**src/rtl/link_arbiter_pkg.sv**
```systemverilog
// Shared router definitions: link owner encoding, source ids and sizing helpers.
package link_arbiter_pkg;

    // Current holder of the outgoing link.
    typedef enum logic [1:0] {
        OWN_NONE  = 2'd0,
        OWN_LOCAL = 2'd1,
        OWN_FWD   = 2'd2
    } owner_e;

    // Values driven on out_src to tag where a packet came from.
    localparam logic SRC_LOCAL = 1'b0;
    localparam logic SRC_FWD   = 1'b1;

    // Width of the burst counter; at least one bit even when MAX_BURST is 1.
    function automatic int burst_cnt_width(input int max_burst);
        return (max_burst > 1) ? $clog2(max_burst) : 1;
    endfunction

endpackage

```
**src/rtl/rr_burst_grant.sv**
```systemverilog
// Grant selection between local and forward sources with bounded forward bursts.
// Holds the owner and burst counter; the caller supplies the issue qualifier.
module rr_burst_grant
    import link_arbiter_pkg::*;
#(
    parameter int MAX_BURST = 4
) (
    input  logic clk,
    input  logic rst,
    input  logic can_issue,
    input  logic req_l,
    input  logic req_f,
    output logic grant_l,
    output logic grant_f
);

    localparam int                CNT_W   = burst_cnt_width(MAX_BURST);
    localparam logic [CNT_W-1:0]  CNT_MAX = CNT_W'(MAX_BURST - 1);

    owner_e             owner_q;
    owner_e             grant;
    logic [CNT_W-1:0]   burst_cnt;
    logic               owner_req;
    logic               other_req;
    logic               burst_open;

    // Whether the current owner and the other source want the link.
    always_comb begin
        // NOTE: every output of a combinational block gets a default first,
        // otherwise an unassigned path infers a latch.
        owner_req = 1'b0;
        other_req = 1'b0;
        unique case (owner_q)
            OWN_LOCAL: begin
                owner_req = req_l;
                other_req = req_f;
            end
            OWN_FWD: begin
                owner_req = req_f;
                other_req = req_l;
            end
            default: ;
        endcase
    end

    // The owner may take another grant while its burst has room left.
    assign burst_open = (burst_cnt < CNT_MAX);

    // Choose this cycle's grant: keep the owner, hand over, or pick fresh.
    always_comb begin
        grant = OWN_NONE;
        if (can_issue) begin
            if (owner_req && (burst_open || !other_req)) begin
                grant = owner_q;
            end else if (other_req) begin
                grant = (owner_q == OWN_LOCAL) ? OWN_FWD : OWN_LOCAL;
            end else if (req_f) begin
                // Reached with no owner: forward wins ties and lone requests.
                grant = OWN_FWD;
            end else if (req_l) begin
                grant = OWN_LOCAL;
            end
        end
    end

    assign grant_l = (grant == OWN_LOCAL);
    assign grant_f = (grant == OWN_FWD);

    // Track who owns the link and how many back-to-back grants it has had.
    always_ff @(posedge clk or negedge rst) begin
        if (!rst) begin
            owner_q   <= OWN_NONE;
            burst_cnt <= '0;
        end else if (can_issue) begin
            // NOTE: state registers use non-blocking assignments so every
            // flop samples pre-edge values regardless of statement order.
            if (grant == OWN_NONE) begin
                owner_q   <= OWN_NONE;
                burst_cnt <= '0;
            end else begin
                owner_q <= grant;
                if (grant == owner_q) begin
                    burst_cnt <= (burst_cnt == CNT_MAX) ? CNT_MAX : burst_cnt + 1'b1;
                end else begin
                    burst_cnt <= '0;
                end
            end
        end
    end

endmodule

```
**src/rtl/link_arbiter.sv**
```systemverilog
// Outgoing link arbiter: pops local or forward FIFO and registers the packet
// onto the downstream write port, throttled by downstream full/almost_full.
module link_arbiter
    import link_arbiter_pkg::*;
#(
    parameter int PACKET_WIDTH = 30,
    parameter int MAX_BURST    = 4
) (
    input  logic                    clk,
    input  logic                    rst,
    input  logic                    en,
    input  logic [PACKET_WIDTH-1:0] local_dout,
    input  logic                    local_empty,
    output logic                    local_ren,
    input  logic [PACKET_WIDTH-1:0] fwd_dout,
    input  logic                    fwd_empty,
    output logic                    fwd_ren,
    output logic [PACKET_WIDTH-1:0] out_data,
    output logic                    out_wen,
    output logic                    out_src,
    input  logic                    out_full,
    input  logic                    out_almost_full
);

    logic can_issue;
    logic grant_l;
    logic grant_f;

    // The registered write still in flight takes the last free slot when
    // downstream reports almost full, so hold off one cycle in that case.
    assign can_issue = en && !out_full && !(out_wen && out_almost_full);

    rr_burst_grant #(
        .MAX_BURST (MAX_BURST)
    ) u_grant (
        .clk       (clk),
        .rst       (rst),
        .can_issue (can_issue),
        .req_l     (!local_empty),
        .req_f     (!fwd_empty),
        .grant_l   (grant_l),
        .grant_f   (grant_f)
    );

    // Pops follow the grant in the same cycle and are suppressed during reset.
    assign local_ren = rst && grant_l;
    assign fwd_ren   = rst && grant_f;

    // Register the granted packet onto the downstream write port.
    always_ff @(posedge clk or negedge rst) begin
        if (!rst) begin
            out_data <= '0;
            out_src  <= SRC_LOCAL;
            out_wen  <= 1'b0;
        end else if (can_issue && (grant_l || grant_f)) begin
            out_data <= grant_f ? fwd_dout : local_dout;
            out_src  <= grant_f ? SRC_FWD : SRC_LOCAL;
            out_wen  <= 1'b1;
        end else begin
            out_wen <= 1'b0;
        end
    end

endmodule

```
**config.mk**
```make
export PLATFORM = sky130hd
export DESIGN_NAME = link_arbiter
export DESIGN_NICKNAME = d
export VERILOG_FILES = /design/src/rtl/link_arbiter_pkg.sv /design/src/rtl/rr_burst_grant.sv /design/src/rtl/link_arbiter.sv
export SDC_FILE = /design/constraint.sdc
export NUM_CORES = 1
export LEC_CHECK = 0
export CELL_PAD_IN_SITES_DETAIL_PLACEMENT = 1
export CELL_PAD_IN_SITES_GLOBAL_PLACEMENT = 2
export CORE_MARGIN = 2
export CORE_UTILIZATION = 41
export DETAILED_ROUTE_END_ITERATION = 8
export DONT_BUFFER_PORTS = 1
export PLACE_DENSITY = 0.93
export SYNTH_ARGS = -nofsm -noshare
export SYNTH_HDL_FRONTEND = slang
export SYNTH_HIERARCHICAL = 1
export SYNTH_SLANG_ARGS = --single-unit
```
**constraint.sdc**
```tcl
create_clock -name clk -period 5.1 [get_ports clk]
set_input_delay 1.02 -clock clk [delete_from_list [all_inputs] [get_ports clk]]
set_output_delay 1.02 -clock clk [all_outputs]
set_load 0.005 [all_outputs]
```
; Yosys cells after proc, flatten, opt, wreduce, memory -nomap -nowiden
; Index checks and enable logic that the tools add are counted.
[totals]
rom_bits = 0
latchBits = 0
word_cells = 43
reg_bits = 36
out_inout_bits = 34
memories = 0
ram_bits = 0
[classes]
n_mul = 0
shifts = 0
reduce_logical = 15
order_cmp = 1
div_mod_pow = 0
eq_ne = 6
n_addsub = 1
n_mux = 15
n_bitwise = 0
[op_table]
columns = op, n
row1 = $mux 30, 1
row2 = $mux 2, 9
row3 = $logic_and 1x1->1, 7
row4 = $eq 2x2->1 const B, 3
row5 = $logic_not 1->1, 5
row6 = $eq 2x1->1 const B, 2
row7 = $pmux 1 s2, 2
row8 = $mux 1, 3
row9 = $add 2x1->2 const B, 1
row10 = $eq 2x2->1, 1
row11 = $logic_not 2->1, 1
row12 = $logic_or 1x1->1, 2
row13 = $lt 2x2->1 const B, 1

; Depth between registers and ports, before layout
[depth]
ltp_word = 11
depth_mapped = 11
depth_no_buf = 9

; Modules after synthesis
; Netlist, hierarchy kept.
[by_module_without_submodules]
columns = module, cells_each, instances, area_per_inst_um2
row1 = link_arbiter, 111, 1, 1619.1
row2 = rr_burst_grant, 45, 1, 407.9

; Worst setup path before layout
; No wires, ideal clock.
[synth_path]
kind = input-to-output
startpoint = in en
endpoint = out fwd_ren
path_slack_ns = 1.467
path_stages = 7
n_path_buf = 2
t_arrival_ns = 2.613
t_required_ns = 4.080
cell_sequence = inv_1 > a211oi_1 > inv_1 > nor2_1 > buf_4 > clkbuf_1 > and2_1
[synth_between]
elab_chain_cells = 5
[synth_lines]
columns = item, line
row1 = from (decl), link_arbiter.sv:11  ; input logic en,
row2 = $logic_and 1x1->1 (2 in a row), link_arbiter.sv:31  ; assign can_issue = en && !out_full && !(out_wen && out_almost_full);
row3 = via can_issue, link_arbiter.sv:25  ; logic can_issue;
row4 = $mux 2, rr_burst_grant.sv:52  ; if (can_issue) begin
row5 = $eq 2x2->1, rr_burst_grant.sv:67  ; assign grant_f = (grant == OWN_FWD);
row6 = via grant_f, link_arbiter.sv:27  ; logic grant_f;
row7 = $logic_and 1x1->1, link_arbiter.sv:47  ; assign fwd_ren = rst && grant_f;
row8 = to (decl), link_arbiter.sv:17  ; output logic fwd_ren,
; The timed path passes the listed nets, and every way through them passes these cells.

; Final worst setup path
[layout_path]
startpoint = reg u_grant.owner_q[0]
endpoint = out fwd_ren
[layout_between]
elab_chain_cells = 9
word_cells_on_any_way = 13
[layout_lines]
columns = item, line
row1 = from (decl), rr_burst_grant.sv:20  ; owner_e owner_q;
row2 = from (signal assigned), rr_burst_grant.sv:81  ; owner_q <= grant;
row3 = $eq 2x2->1 or $eq 2x1->1 (tied branches), "rr_burst_grant.sv:33, rr_burst_grant.sv:56"
row4 = $pmux 1 s2, rr_burst_grant.sv:33  ; unique case (owner_q)
row5 = $logic_not 1->1, rr_burst_grant.sv:53  ; if (owner_req && (burst_open || !other_req)) begin
row6 = $logic_or 1x1->1, rr_burst_grant.sv:53
row7 = $logic_and 1x1->1, rr_burst_grant.sv:53
row8 = $mux 2 (*), rr_burst_grant.sv:53
row9 = $mux 2 (*), rr_burst_grant.sv:52
row10 = $eq 2x2->1 (*), rr_burst_grant.sv:67
row11 = via grant_f, link_arbiter.sv:27
row12 = $logic_and 1x1->1 (*), link_arbiter.sv:47
; The timed path passes the listed nets; every way through them passes the cells marked *.

==> metrics.md <==
| Metric | Value |
|---|---|
| Root Driver | `clkbuf_8` |
| Die height | `74.31 um` |
| Final net count | `228` |
| Final Util | `0.4561` |
| Initial antenna violation count | `0` |
| CTS clk-pin slew, worst paths | `around 70 ps` |
| Syn nets | `225` |
| Synth area leader | `dfrtp_1` |
| Fin Clk Skew | `around 7.8 ps` |
| DIE WIDTH | `approximately 74 um` |
| Remaining antenna violation count | `0` |
| Sequential fraction of the synthesis area | `0.4444` |
| Req. time, crit path | `~4100 ps` |
| Post-CTS Setup Bufs | `0` |
| Peak Freq | `286.4 MHz` |
| # Max-Cap Violations | `0` |
| Area share of the largest cell type after synthesis | `0.4444` |
| Total grt overflow | `0` |
| Worst Setup End Kind | `output pin` |
| Diode count | `0` |
| DRT Pass-1 Iters | `4` |
| Comb pwr share | `0.324` |
| CTS tree | `yes` |
| Setup-failing EPs final | `0` |
| Clock Path Buffers | `2` |
| Max Used Layer | `met4` |
| Capture point of the worst path | `fwd_ren` |
| Tightest Pin Transition | `710.9 ps` |
| Routed met2 length | `approximately 2300 um` |
| Synthesis Warnings | `6` |
| Hold Vio Cnt, Final | `0` |
| Seq pwr share | `0.501` |
| Latest clock arrival within the worst-skew pair | `280 ps` |
| Initial DRC count | `34` |
| CP top delay family | `simple AND/OR/NAND/NOR gates` |
| Leakage Power | `0.0008943 uW` |
| Peak supply drop | `~220 uV` |
| CP peak stage delay | `440 ps` |
| Worst Path Buf+Inv | `1` |
| M1 WL | `1665 um` |
| Clock power share | `0.175` |
| Starting density of the core | `0.4263` |
| CORE AREA | `4755 um^2` |
| Net Sw Frac | `0.3370` |
| Area Growth Syn to Fin | `6.975%` |
| Ys async rst share | `1.000` |
| Setup TNS Final | `0 ps` |
| Final Non-Filler Cells | `227` |
| Setup crit start | `u_grant/owner_q[0]` |
| Reg2reg setup slack | `1770 ps` |
| Origin of the critical flop-to-flop path | `u_grant/owner_q[0]` |
| Outcome | `finished clean` |
| Internal cell power | `727.8 uW` |
| R2r worst-path depth | `10` |
| CTS Sinks | `36` |
| Critical Path Fanout Max | `9` |
| CP max stage cell | `dfrtp_1` |
| Largest net degree at the start of global routing | `39` |
| Final Slew Violations | `0` |
| Met3 WL post-DR | `419 um` |
| Primary FF master, synth | `dfrtp_1` |
| Share of cells above drive strength 1 | `0.4875` |
| Final hold slack | `around 430 ps` |
| First-pass GRT wire length | `6920 um` |
| Final Cycle Share | `0.6846` |
| Num rows | `25` |
| CP startpoint kind | `flip-flop` |
| Post-synth EDFFs | `0` |
| Worst path depth | `7` |
| WP data arrival | `~2500 ps` |
| Post-CTS sizing | `0` |
| Most instantiated cells after synthesis | `61 x mux2_2, 36 x dfrtp_1, 9 x inv_1, 5 x nor2_1` |
| Post-synthesis cell count | `approximately 160` |
| Period minus WS final | `3491 ps` |
| WS Path Type | `reg -> out` |
| Vias in the first global route | `around 1400` |
| CTS Buf Count | `5` |
| Vias | `1250` |
| Switching Power | `370.0 uW` |
| Path type of the worst min-delay path | `in -> async` |
| IO Pins | `around 100` |
| Placed instance count | `219` |
| I/O Buffers | `0` |
| Filler instances | `505` |
| Syn_area_per_cell | `12.99 um^2` |
| DRC | `0` |
| Worst slew margin | `0.5138` |
| Design Power | `1098 uW` |
| H-tree levels | `2` |
| Die Area | `5522 um^2` |
| R2R Path End | `out_data[26]` |
| Post-DP HPWL | `3460 um` |
| Hold-fix buffer count after cts | `0` |
| Most common cell in the synthesized netlist | `mux2_2` |
| Post-synth cell types | `34` |
| Total GRT Usage | `0.1692` |
| RSZ-0062 raised after global routing | `false` |
| CP cell instances | `inv_1, ha_1, and2b_4, a32oi_4, mux2i_1, nor2_2, and2_1` |
| Overall routed net length | `around 4500 um` |
| Wire length per cell | `19.85 um` |
| Gp weighted congestion | `0.7302` |
| Synth area leaders | `dfrtp_1 44%, mux2_2 34%, inv_1 1.7%` |
| Power Dens Cells | `around 510 nW/um^2` |
| Post-synthesis instance area | `slightly above 2000 um^2` |
| #FFs+latches synth | `36` |
| Vias per inst | `5.507` |
-- metal layers --
metal	track usage	vias up
met5	0	-
met4	0.05952	0
met3	0.07588	10
met2	0.2907	65
met1	0.1864	612
li1	-	563
-- cell families (layout without fill, tap and decap cells) --
kind of cell	Yosys count	in the layout	synth area share
and+or+nand+nor	22	22	0.06729
DFF	36	36	0.4444
muxes	64	64	0.3562
adders and majority gates	2	2	0.01234
AOI/OAI and AO/OA	16	16	0.07717
buffers and inverters	16	20	0.04259
-- per-stage QoR --
stage,cell area (um^2),worst slack [ps]
6_report,2168,1609
4_1_cts,2168,1587
5_1_grt,2168,1428
2_1_floorplan,2027,1467
3_5_place_dp,2083,1505
3_3_place_gp,2083,1718
-- final cells by class --
class / count / area, um^2 / share of cell area
Sequential cell: 36 / 900.9 / 0.4155
Multi-Input combinational cell: 104 / 1042 / 0.4807
Clock inverter: 1 / 8.758 / 0.004039
Tap cell: 67 / 83.83 / 0.03866
Clock buffer: 7 / 76.32 / 0.03520
Inverter: 9 / 33.78 / 0.01558
Timing Repair Buffer: 3 / 22.52 / 0.01039
-- state kept, by name, summed over array words and instances (netlist names) --
name               count
out_src                1
out_wen                1
out_data              30
u_grant/owner_q        2
u_grant/burst_cnt      2
-- how the worst min path moves through the flow --
| stage | cells past startpoint | startpoint | slack, ps | endpoint |
|---|---|---|---|---|
| 2_1_floorplan | 1 | out_data[0] | 510 | out_data[0] |
| 3_3_place_gp | 1 | out_data[14] | 530 | out_data[14] |
| 3_5_place_dp | 1 | out_data[13] | 530 | out_data[13] |
| 4_1_cts | 0 | rst | 420 | out_data[0] |
| 5_1_grt | 0 | rst | 400 | out_data[0] |
| 6_report | 0 | rst | 430 | out_data[0] |
-- cells in the final DEF (no fill, tap or decap), drive strengths merged --
master and instances:
a21o 1, buf 3, and2 2, nand2b 2, a21oi 2, nor2b 1
and3b 2, nand2 2, a2111oi 3, inv 9, a211oi 1, nand3 3
dfrtp 36, or3b 1, mux2i 2, o211ai 3, and2b 1, and3 1
o2bb2ai 1, a32oi 1, o21a 1, mux2 62, nand3b 1, clkinv 1
nor2 6, ha 2, o21ai 3, clkbuf 7
-- power groups by stage --
| stage | clock network [uW] | logic (uW) | registers (uW) |
|---|---|---|---|
| after floorplan | 0 | 306 | 516 |
| after global placement | 0 | 328 | 551 |
| after detailed placement | 0 | 358 | 555 |
| after CTS | 200 | 359 | 553 |
| after global routing | 212 | 391 | 571 |
| final | 192 | 355 | 550 |
(Power assumes the default switching activity.)
